$ cat config.mk
export PLATFORM = sky130hd
export DESIGN_NAME = cra_seq_ctrl
export DESIGN_NICKNAME = d
export VERILOG_FILES = /design/src/rtl/cra_pkg.sv /design/src/rtl/cra4bits.sv /design/src/rtl/cra_seq_ctrl.sv
export SDC_FILE = /design/constraint.sdc
export NUM_CORES = 1
export LEC_CHECK = 0
export ABC_CLOCK_PERIOD_IN_PS = 5350
export CAP_MARGIN = 20
export CORE_UTILIZATION = 53
export CTS_CLUSTER_DIAMETER = 100
export DETAILED_ROUTE_END_ITERATION = 10
export PLACE_DENSITY = 0.95
export SKIP_CTS_REPAIR_TIMING = 1
export SYNTH_ARGS = -nofsm -noshare
export SYNTH_HDL_FRONTEND = slang
export SYNTH_HIERARCHICAL = 1
export SYNTH_SLANG_ARGS = --single-unit
$ cat constraint.sdc
create_clock -name clk -period 5.35 [get_ports clk]
set_clock_uncertainty 0.1 [all_clocks]
set_input_delay 0.8025 -clock clk [delete_from_list [all_inputs] [get_ports clk]]
set_output_delay 0.8025 -clock clk [all_outputs]
set_load 0.01 [all_outputs]
$ cat src/rtl/cra_pkg.sv
// Shared constants, FSM encoding and the width-check macro for the digit-serial adder sequencer.
`ifndef CRA_PKG_SV
`define CRA_PKG_SV

// Elaboration-time guard: operand width must be a non-zero multiple of the slice width.
`define CRA_WIDTH_CHECK(w) \
  if (((w) % 4) != 0 || (w) < 4) begin : g_width_bad \
    $error("cra: width must be a multiple of 4 and at least 4"); \
  end

package cra_pkg;

  localparam int CRA_SLICE = 4;

  typedef enum logic [1:0] {
    CRA_IDLE = 2'd0,
    CRA_RUN  = 2'd1,
    CRA_DONE = 2'd2
  } cra_state_e;

endpackage

`endif

$ cat src/rtl/cra4bits.sv
// 4-bit carry-ripple adder slice; the shared datapath of cra_seq_ctrl.
module cra4bits (
  input  logic [3:0] a,
  input  logic [3:0] b,
  input  logic       cin,
  output logic [3:0] s,
  output logic       cout
);

  logic [4:0] c;

  always_comb begin
    // NOTE: every combinational output gets a default first so no path can infer a latch.
    s    = '0;
    c    = '0;
    c[0] = cin;
    for (int i = 0; i < 4; i++) begin
      s[i]   = a[i] ^ b[i] ^ c[i];
      c[i+1] = (a[i] & b[i]) | (c[i] & (a[i] ^ b[i]));
    end
    cout = c[4];
  end

endmodule

$ cat src/rtl/cra_seq_ctrl.sv
// Digit-serial adder: one 4-bit slice per clock, LSB slice first, carry held in c_q.
// Optional macro CRA_SEQ_OVF_EN adds the two's-complement overflow output ovf.
module cra_seq_ctrl
  import cra_pkg::*;
#(
  parameter int n = 16
) (
  input  logic         clk,
  input  logic         rst_n,
  input  logic         in_valid,
  output logic         in_ready,
  input  logic         cin,
  input  logic [n-1:0] a,
  input  logic [n-1:0] b,
  output logic         out_valid,
  input  logic         out_ready,
  output logic [n-1:0] s,
  output logic         cout,
  output logic         busy
`ifdef CRA_SEQ_OVF_EN
  ,
  output logic         ovf
`endif
);

  localparam int K  = n / CRA_SLICE;
  localparam int IW = (K > 1) ? $clog2(K) : 1;
  localparam logic [IW-1:0] LAST = IW'(K - 1);

  `CRA_WIDTH_CHECK(n)

  cra_state_e      state;
  logic [IW-1:0]   idx;
  logic [IW+1:0]   base;
  logic            c_q;
  logic [n-1:0]    a_q;
  logic [n-1:0]    b_q;
  logic [n-1:0]    s_q;
  logic [3:0]      sl_s;
  logic            sl_cout;

  // Bit offset of the active slice (idx * 4).
  assign base = {idx, 2'b00};

  cra4bits u_slice (
    .a    (a_q[base +: CRA_SLICE]),
    .b    (b_q[base +: CRA_SLICE]),
    .cin  (c_q),
    .s    (sl_s),
    .cout (sl_cout)
  );

  // NOTE: sequential state uses non-blocking assignments so every register samples pre-edge values.
  always_ff @(posedge clk) begin
    if (!rst_n) begin
      state <= CRA_IDLE;
      idx   <= '0;
      c_q   <= 1'b0;
      a_q   <= '0;
      b_q   <= '0;
      s_q   <= '0;
    end else begin
      case (state)
        CRA_IDLE: begin
          if (in_valid) begin
            a_q   <= a;
            b_q   <= b;
            c_q   <= cin;
            idx   <= '0;
            s_q   <= '0;
            state <= CRA_RUN;
          end
        end
        CRA_RUN: begin
          s_q[base +: CRA_SLICE] <= sl_s;
          c_q                    <= sl_cout;
          if (idx == LAST) state <= CRA_DONE;
          else             idx   <= idx + 1'b1;
        end
        CRA_DONE: begin
          if (out_ready) state <= CRA_IDLE;
        end
        default: state <= CRA_IDLE;
      endcase
    end
  end

  // in_ready is held low while reset is asserted, even though state already reads IDLE.
  assign in_ready  = rst_n && (state == CRA_IDLE);
  assign busy      = (state == CRA_RUN);
  assign out_valid = (state == CRA_DONE);
  assign s         = s_q;
  assign cout      = c_q;

`ifdef CRA_SEQ_OVF_EN
  assign ovf = (a_q[n-1] == b_q[n-1]) && (s_q[n-1] != a_q[n-1]);
`endif

endmodule

==> results of run 1 <==
[power breakdown]
group | switching, uW | internal, uW | leakage, uW
Sequential | 15.7 | 411 | 0.000433
Clock | 131 | 90.6 | 0.0000439
Combinational | 53.0 | 60.7 | 0.000659
Total | 200 | 563 | 0.00114
[final cells by class]
class	instances	area [um2]	area share
clock inverters	3	17.5	0.00567
multi-input cells	189	1240	0.402
clock buffers	5	68.8	0.0223
repair buffers	58	583	0.189
flip-flops and latches	53	1060	0.343
inverters	14	52.6	0.0170
well taps	52	65.1	0.0211
[worst min-delay path: stages (launching register included)]
cell and delay, ps:
dfxtp_1 320, nand2_1 50, a21boi_1 50
[cell families after synthesis]
family | synth area share
simple gates | 0.197
compound gates | 0.171
flops | 0.431
buf+inv | 0.0650
fa+ha+maj | 0.0630
mux | 0.0731
[placed cells by master (no fill, tap or decap), types with 2 or more instances in the layout]
cell type and count:
nor2_1 4, dfxtp_1 53, inv_1 14, clkinv_2 2, and3_1 2, a21oi_1 4
o21ai_0 2, a21boi_1 10, ha_1 6, mux4_2 8, clkdlybuf4s50_1 56, nand3_1 3
a21boi_0 25, clkbuf_8 5, nand2b_1 2, o22ai_1 16, nand2_1 90, a31oi_1 2
fa_1 4
[flip-flops by register name, summed over array words and instances (netlist names)]
| signal | cells |
|---|---|
| cout | 1 |
| b_q | 16 |
| a_q | 16 |
| idx | 2 |
| state | 2 |
| s | 16 |
[worst max path at each step]
stage	startpoint	end	slack [ps]	depth (start not counted)
3_3_place_gp	idx[0]	s[11]	1960	11
3_5_place_dp	idx[0]	s[11]	1820	11
5_1_grt	idx[0]	s[11]	1530	11
6_report	idx[0]	s[11]	1810	11
4_1_cts	idx[0]	s[11]	1780	11
2_1_floorplan	idx[1]	s[11]	2390	12
[per-stage QoR]
stage | total power (uW) | area [um2] | setup slack, ps | util | cells
floorplan | 503 | 2460 | 2390 | - | 274
global placement | 542 | 2990 | 1960 | 0.677 | 365
detailed placement | 548 | 2990 | 1820 | 0.677 | 365
CTS | 763 | 3080 | 1780 | 0.697 | 373
global route | 795 | 3090 | 1530 | 0.700 | 374
finish | 762 | 3090 | 1810 | 0.700 | 374
[per-layer routing]
| layer | vias to the layer above | global-route usage |
|---|---|---|
| met5 | - | 0 |
| met1 | 939 | 0.295 |
| met2 | 54 | 0.369 |
| li1 | 1006 | - |
| met3 | 8 | 0.0519 |
| met4 | 0 | 0.0667 |
==> out/summary.txt, run 1 <==
Status -> finished clean
Final Cycle Share -> 0.662
CTS tree -> done
Post-Synthesis Cells -> 274
Crit path kind -> flop to flop
Fillers -> 339
Final ANT Viol Nets -> 0
Period minus WS final -> 3540 ps
Max stage delay on crit path -> 850 ps
Core Area -> 4410 um2
Io pins -> 57
CTS root buf -> clkbuf_8
Largest net degree at the start of global routing -> 58
Hold depth -> 2
Vias in the first global route -> 1877
DR top layer -> met4
Buf/Inv on CP -> 4
Die area -> 4930 um2
Drt wl/cell -> 14.0 um
M1 WL -> 2380 um
RD Place Congestion -> 0.797
P_leak -> 0.00114 uW
First-pass GRT wire length -> 8800 um
Async S/R FF share, synth -> 0
Hold_ws -> 364 ps
Top cells by count, synth -> nand2_1 (90), dfxtp_1 (53), a21boi_0 (25)
Die Width -> 70.2 um
Routed wl met3 -> 214 um
CTS max path bufs -> 2
Share of cells above drive strength 1 -> 0.0683
CP max FO -> 17
Detailed placer's ending HPWL -> 3740 um
Worst setup EP type -> flop
Nets -> 368
RR Startpoint -> idx[0]
Slowest CP cell -> dfxtp_1
Gr usage total -> 0.224
RSZ-0062 raised after global routing -> false
Gr ovfl total -> 0
Largest cells by area after synthesis -> dfxtp_1 (43%), nand2_1 (14%), a21boi_0 (7.6%)
Initial DRT Pass Iterations -> 4
Delay-heaviest family, CP -> adder cells
HP Class -> flop to flop
Synth top area share -> 0.431
Diode count -> 0
Rows -> 24
Initial antenna violation count -> 0
Maxcap violations -> 0
Clk sinks -> 53
Area leader, netlist -> dfxtp_1
Clock slew at reported path FFs -> 100 ps
Vias/cell -> 5.37
Port Buf Inserts -> 56
Most common flop cell mapped by yosys -> dfxtp_1
Final Max Tran Viols -> 0
Crit path arrival time -> 3690 ps
Die H -> 70.2 um
P&R area growth vs syn -> 25.4%
Syn nets -> 321
Req. time, crit path -> 5500 ps
Post-synth EDFFs -> 0
Drt drc -> 0
Initial Util -> 0.558
Worst vdd ir -> 0.147 mV
Syn Std Cell Area -> 2460 um2
Slew @ Worst Pin -> 1010 ps
RR Endpoint -> s[11]
Clock latency on the worst-skew pair -> 310 ps
Reg2Reg Setup Slack -> 1810 ps
CTS Buf Count -> 5
Routed met2 length -> 2560 um
Max_slew headroom -> 0.327
Htree depth -> 2
# setup viols final -> 0
Most numerous cell in the Yosys netlist -> nand2_1
Power per Cell Area -> 247 nW/um2
Post-Route WL -> 5220 um
Setup TNS -> 0 ps
Crit start category -> flop
Critical path, cell by cell -> mux4_2 -> fa_1 -> inv_1 -> fa_1 -> inv_1 -> fa_1 -> inv_1 -> fa_1 -> inv_1 -> nand2_1 -> o22ai_1
Register area share after synthesis -> 0.431
Cell variety after synth -> 31
Synthesized area per cell -> 8.99 um2
Via Count -> 2007
Starting DRT DRC Count -> 144
#FFs+latches synth -> 53
Warnings, synthesis -> 6
Worst Hold End -> a_q[9]
Hold path start -> a_q[9]
Hold Fails Final Rpt -> 0
Fmax -> 282 MHz
Reg2Reg Depth -> 11
(Power assumes the default switching activity.)
==> run 2: changes to the inputs <==
ABC_CLOCK_PERIOD_IN_PS = 3300   (was 5350)
CORE_UTILIZATION = 50   (was 53)
PLACE_DENSITY = 0.91   (was 0.95)
clock period = 3.3 ns   (was 5.35 ns; I/O delays follow)
==> out/summary.txt, run 2 (same netlist as run 1, synthesis figures left out) <==
Port Buf Inserts -> 56 (unchanged)
Clock latency on the worst-skew pair -> 310 ps (about the same)
Drt wl/cell -> 13.5 um (-3.1%)
Final Cycle Share -> 0.925 (+0.263)
CP max FO -> 5 (-12)
P&R area growth vs syn -> 26.6%
Delay-heaviest family, CP -> adder cells
# setup viols final -> 0 (unchanged)
Status -> finished clean
Initial antenna violation count -> 0 (unchanged)
Clk sinks -> 53 (unchanged)
Crit path arrival time -> 3190 ps (-500 ps)
Slowest CP cell -> mux4_2
Hold_ws -> 356 ps (-7.68 ps)
Critical path, cell by cell -> mux4_2 -> fa_1 -> inv_1 -> fa_1 -> inv_1 -> fa_1 -> inv_1 -> fa_1 -> inv_1 -> nand2_1 -> o22ai_1
Final ANT Viol Nets -> 0 (unchanged)
Gr ovfl total -> 0 (unchanged)
Most common cell after layout, fill and taps aside -> nand2_1
Die H -> 72.2 um (+2.9%)
Worst vdd ir -> 0.241 mV (+64%)
Diode count -> 0 (unchanged)
Most frequent cells in the layout -> nand2_1 (90), clkdlybuf4s50_1 (56), dfxtp_1 (52), a21boi_0 (25), o22ai_1 (16)
Design area -> 3120 um2 (+0.89%)
HP Class -> flop to flop
Gr usage total -> 0.216 (-0.00878)
CTS tree -> done
Maxcap violations -> 0 (unchanged)
Period minus WS final -> 3050 ps (-489 ps)
Largest net degree at the start of global routing -> 57 (-1.7%)
Io pins -> 57 (unchanged)
Max stage delay on crit path -> 540 ps (-310 ps)
Req. time, crit path -> 3440 ps (-2060 ps)
RD Place Congestion -> 0.822 (+3.1%)
Placed Cells -> 383 (+4.9%)
Starting DRT DRC Count -> 105 (-27%)
Crit start category -> flop
Crit path kind -> flop to flop
Setup TNS -> 0 ps (unchanged)
Drt drc -> 0 (unchanged)
Initial DRT Pass Iterations -> 4 (unchanged)
Die Width -> 72.2 um (+2.9%)
CTS max path bufs -> 2 (unchanged)
Htree depth -> 2 (unchanged)
Nets -> 370 (+0.54%)
Detailed placer's ending HPWL -> 3780 um (+1.0%)
Core Area -> 4720 um2 (+7.0%)
Initial Util -> 0.522 (-0.0365)
P_leak -> 0.00114 uW (+0.77%)
Vias/cell -> 5.14 (-4.2%)
Power per Cell Area -> 395 nW/um2 (+60%)
Final Max Tran Viols -> 0 (unchanged)
Share of cells above drive strength 1 -> 0.0772 (+0.00884)
Final non-filler cell total -> 391 (+4.5%)
Max_slew headroom -> 0.311 (-0.0157)
Post-Route WL -> 5290 um (+1.3%)
First-pass GRT wire length -> 8610 um (-2.1%)
Rows -> 25 (+4.2%)
Final Core Density -> 0.660 (-0.0400)
Vias in the first global route -> 1859 (-0.96%)
Die area -> 5210 um2 (+5.8%)
CTS Buf Count -> 5 (unchanged)
CTS root buf -> clkbuf_8
Hold Fails Final Rpt -> 0 (unchanged)
Buf/Inv on CP -> 4 (unchanged)
Dpl cell area -> 3030 um2 (+1.4%)
Clock slew at reported path FFs -> 90 ps (about the same)
Fmax -> 328 MHz (+16%)
Worst setup EP type -> flop
Via Count -> 2010 (+0.15%)
RSZ-0062 raised after global routing -> false
Slew @ Worst Pin -> 1030 ps (+23.6 ps)
[run 2: cell count changes in the layout (fill, tap and decap cells not counted)]
cell,delta
buf_4,+3
buf_8,-1
dfxtp_1,-1
dfxtp_2,+1
[run 2: metrics by stage]
stage / worst slack, ps / power, uW
floorplan: 341 / 815
CTS: 157 / 1240
global placement: 310 / 884
detailed placement: 181 / 891
finish: 249 / 1230
global route: 113 / 1290
[run 2: cell type report]
| type | count | area, um2 |
|---|---|---|
| Sequential cell | 53 | 1060 |
| Fill cell | 391 | 1610 |
| Clock buffer | 5 | 68.8 |
| Inverter | 14 | 52.6 |
| Clock inverter | 3 | 17.5 |
| Timing Repair Buffer | 60 | 591 |
| Multi-Input combinational cell | 189 | 1240 |
| Tap cell | 67 | 83.8 |
[run 2: worst paths after layout]
check | from | to | slack (ps) | cells after the start
setup / recovery | idx[0] | s[11] | 250 | 11
hold / removal | a_q[11] | a_q[11] | 360 | 2
setup reg to reg | idx[0] | s[11] | 250 | 11
hold reg to reg | a_q[11] | a_q[11] | 360 | 2
[run 2: layer usage]
| metal | GRT usage | routed length, um |
|---|---|---|
| met1 | 0.269 | 2310 |
| met2 | 0.370 | 2670 |
| met3 | 0.0472 | 239 |
| met4 | 0.0719 | 71 |
| met5 | 0 | 0 |
[run 2: worst reg2reg max path: stages (launching register included)]
cell and delay [ps]:
dfxtp_2 420, mux4_2 540, fa_1 420, inv_1 70, fa_1 160, inv_1 60, fa_1 390, inv_1 80
fa_1 400, inv_1 60, nand2_1 90, o22ai_1 180
[run 2: power breakdown]
part | internal, uW | total, uW | switching, uW
Sequential | 667 | 687 | 20.0
Combinational | 98.5 | 190 | 91.1
Clock | 147 | 356 | 209
Total | 912 | 1230 | 320
==> run 3: changes to the inputs <==
--- a/config.mk
+++ b/config.mk
@@ -8,7 +8,7 @@
 export ABC_CLOCK_PERIOD_IN_PS = 3300
-export CAP_MARGIN = 20
-export CORE_UTILIZATION = 50
+export CORE_UTILIZATION = 60
 export CTS_CLUSTER_DIAMETER = 100
 export DETAILED_ROUTE_END_ITERATION = 10
-export PLACE_DENSITY = 0.91
+export DONT_BUFFER_PORTS = 1
+export PLACE_DENSITY = 0.87
 export SKIP_CTS_REPAIR_TIMING = 1
==> constraint.sdc (replaced) <==
create_clock -name clk -period 3.3 [get_ports clk]
set_clock_uncertainty 0.1 [all_clocks]
set_input_delay 0.66 -clock clk [delete_from_list [all_inputs] [get_ports clk]]
set_output_delay 0.66 -clock clk [all_outputs]
set_load 0.01 [all_outputs]
==> out/summary.txt, run 3 (same netlist as run 1, synthesis figures left out) <==
CP endpoint -> s[11]
Share of cells above drive strength 1 -> 0.0892 (+0.0121)
Hold depth -> 2 (unchanged)
Hold Fails Final Rpt -> 0 (unchanged)
Io pins -> 57 (unchanged)
CTS tree -> done
Nets -> 315 (-15%)
Clock slew at reported path FFs -> 90 ps (about the same)
Starting DRT DRC Count -> 127 (+21%)
Clk sinks -> 53 (unchanged)
RD Place Congestion -> 0.837 (+1.8%)
Rows -> 22 (-12%)
Initial Util -> 0.649 (+0.127)
M1 WL -> 2120 um (-8.3%)
Initial antenna violation count -> 0 (unchanged)
Slew @ Worst Pin -> 604 ps (-430 ps)
Die H -> 66.1 um (-8.5%)
Most frequent cells in the layout -> nand2_1 (90), dfxtp_1 (53), a21boi_0 (25), o22ai_1 (16), inv_1 (14)
P_leak -> 0.000932 uW (-18%)
Crit path kind -> flop to flop
Req. time, crit path -> 3440 ps (about the same)
Worst setup margin -> 279 ps (+29.5 ps)
Post-Route WL -> 4710 um (-11%)
Gr ovfl total -> 0 (unchanged)
Drt drc -> 0 (unchanged)
Post-Place Setup Slack -> 285 ps (+104 ps)
Hold path start -> a_q[13]
RR Startpoint -> idx[0]
Routed wl met3 -> 324 um (+36%)
Gr usage total -> 0.231 (+0.0149)
Vias in the first global route -> 1672 (-10%)
# setup viols final -> 0 (unchanged)
CTS Buf Count -> 5 (unchanged)
Vias/cell -> 5.68 (+11%)
CTS root buf -> clkbuf_8
Final ANT Viol Nets -> 0 (unchanged)
Worst setup EP type -> flop
Period minus WS final -> 3020 ps (-29.5 ps)
CP max FO -> 4 (-1)
Fmax -> 331 MHz (+0.98%)
Detailed placer's ending HPWL -> 3370 um (-11%)
Via Count -> 1802 (-10%)
Maxcap violations -> 0 (unchanged)
First-pass GRT wire length -> 7690 um (-11%)
RSZ-0062 raised after global routing -> false
Final Max Tran Viols -> 0 (unchanged)
CTS max path bufs -> 2 (unchanged)
Drt wl/cell -> 14.8 um (+9.8%)
Htree depth -> 2 (unchanged)
Most common cell after layout, fill and taps aside -> nand2_1
HP Class -> flop to flop
Largest net degree at the start of global routing -> 58 (+1.8%)
Die area -> 4370 um2 (-16%)
Crit start category -> flop
Hold_ws -> 355 ps (-0.640 ps)
Status -> finished clean
Reg2Reg Setup Slack -> 280 ps (+30 ps)
Final Cycle Share -> 0.916 (-0.00893)
P&R area growth vs syn -> 3.15%
Crit path arrival time -> 3160 ps (-30 ps)
Max_slew headroom -> 0.597 (+0.286)
Core Area -> 3800 um2 (-20%)
DR top layer -> met4
Clock latency on the worst-skew pair -> 300 ps (about the same)
Routed met2 length -> 2180 um (-18%)
Power per Cell Area -> 462 nW/um2 (+17%)
Setup TNS -> 0 ps (unchanged)
Port Buf Inserts -> 0 (-100%)
Crit. Startpoint -> idx[0]
RR Endpoint -> s[11]
Diode count -> 0 (unchanged)
Initial DRT Pass Iterations -> 4 (unchanged)
Reg2Reg Depth -> 11 (unchanged)
Worst vdd ir -> 0.386 mV (+60%)
Die Width -> 66.1 um (-8.5%)
==> run 3: cell count changes in the layout (fill, tap and decap cells not counted), sizes merged <==
cell and delta:
clkinv -2, clkdlybuf4s50 -56, buf +1, clkbuf +1
clkinvlp +1
==> run 3: per-layer routing <==
layer	global-route usage	vias up
met5	0	-
met4	0.0638	0
met3	0.0741	9
met2	0.369	60
met1	0.298	831
li1	-	902
==> run 3: worst min path at each step <==
stage / endpoint
6_report: a_q[13]
5_1_grt: a_q[10]
4_1_cts: a_q[13]
3_5_place_dp: a_q[13]
3_3_place_gp: a_q[13]
2_1_floorplan: a_q[10]
==> run 3: critical path, stage by stage (launching register included) <==
cell and delay (ps):
dfxtp_1 440, mux4_2 550, fa_1 430, inv_1 80, fa_1 150, inv_1 50
fa_1 370, inv_1 80, fa_1 410, inv_1 70, nand2_1 90, o22ai_1 150
==> run 3: cell type report <==
type	count	area (um2)
well taps	48	60.1
inverters	14	52.6
fillers	312	1260
repair buffers	5	37.5
multi-input cells	189	1240
flip-flops and latches	53	1060
clock buffers	6	72.6
clock inverters	2	15.0
==> run 3: per-stage QoR <==
stage               utilization  instance area (um2)  std cells  power [uW]
CTS                       0.669                 2540        317        1180
global placement          0.646                 2450        309         826
detailed placement        0.646                 2450        309         832
finish                    0.669                 2540        317        1170
floorplan                     -                 2460        274         815
global route              0.669                 2540        317        1220
==> run 3: where the power goes <==
part           total (uW)  switching [uW]  internal [uW]
clock                 358             208            150
sequential            688            21.3            667
combinational         128            72.4           55.6
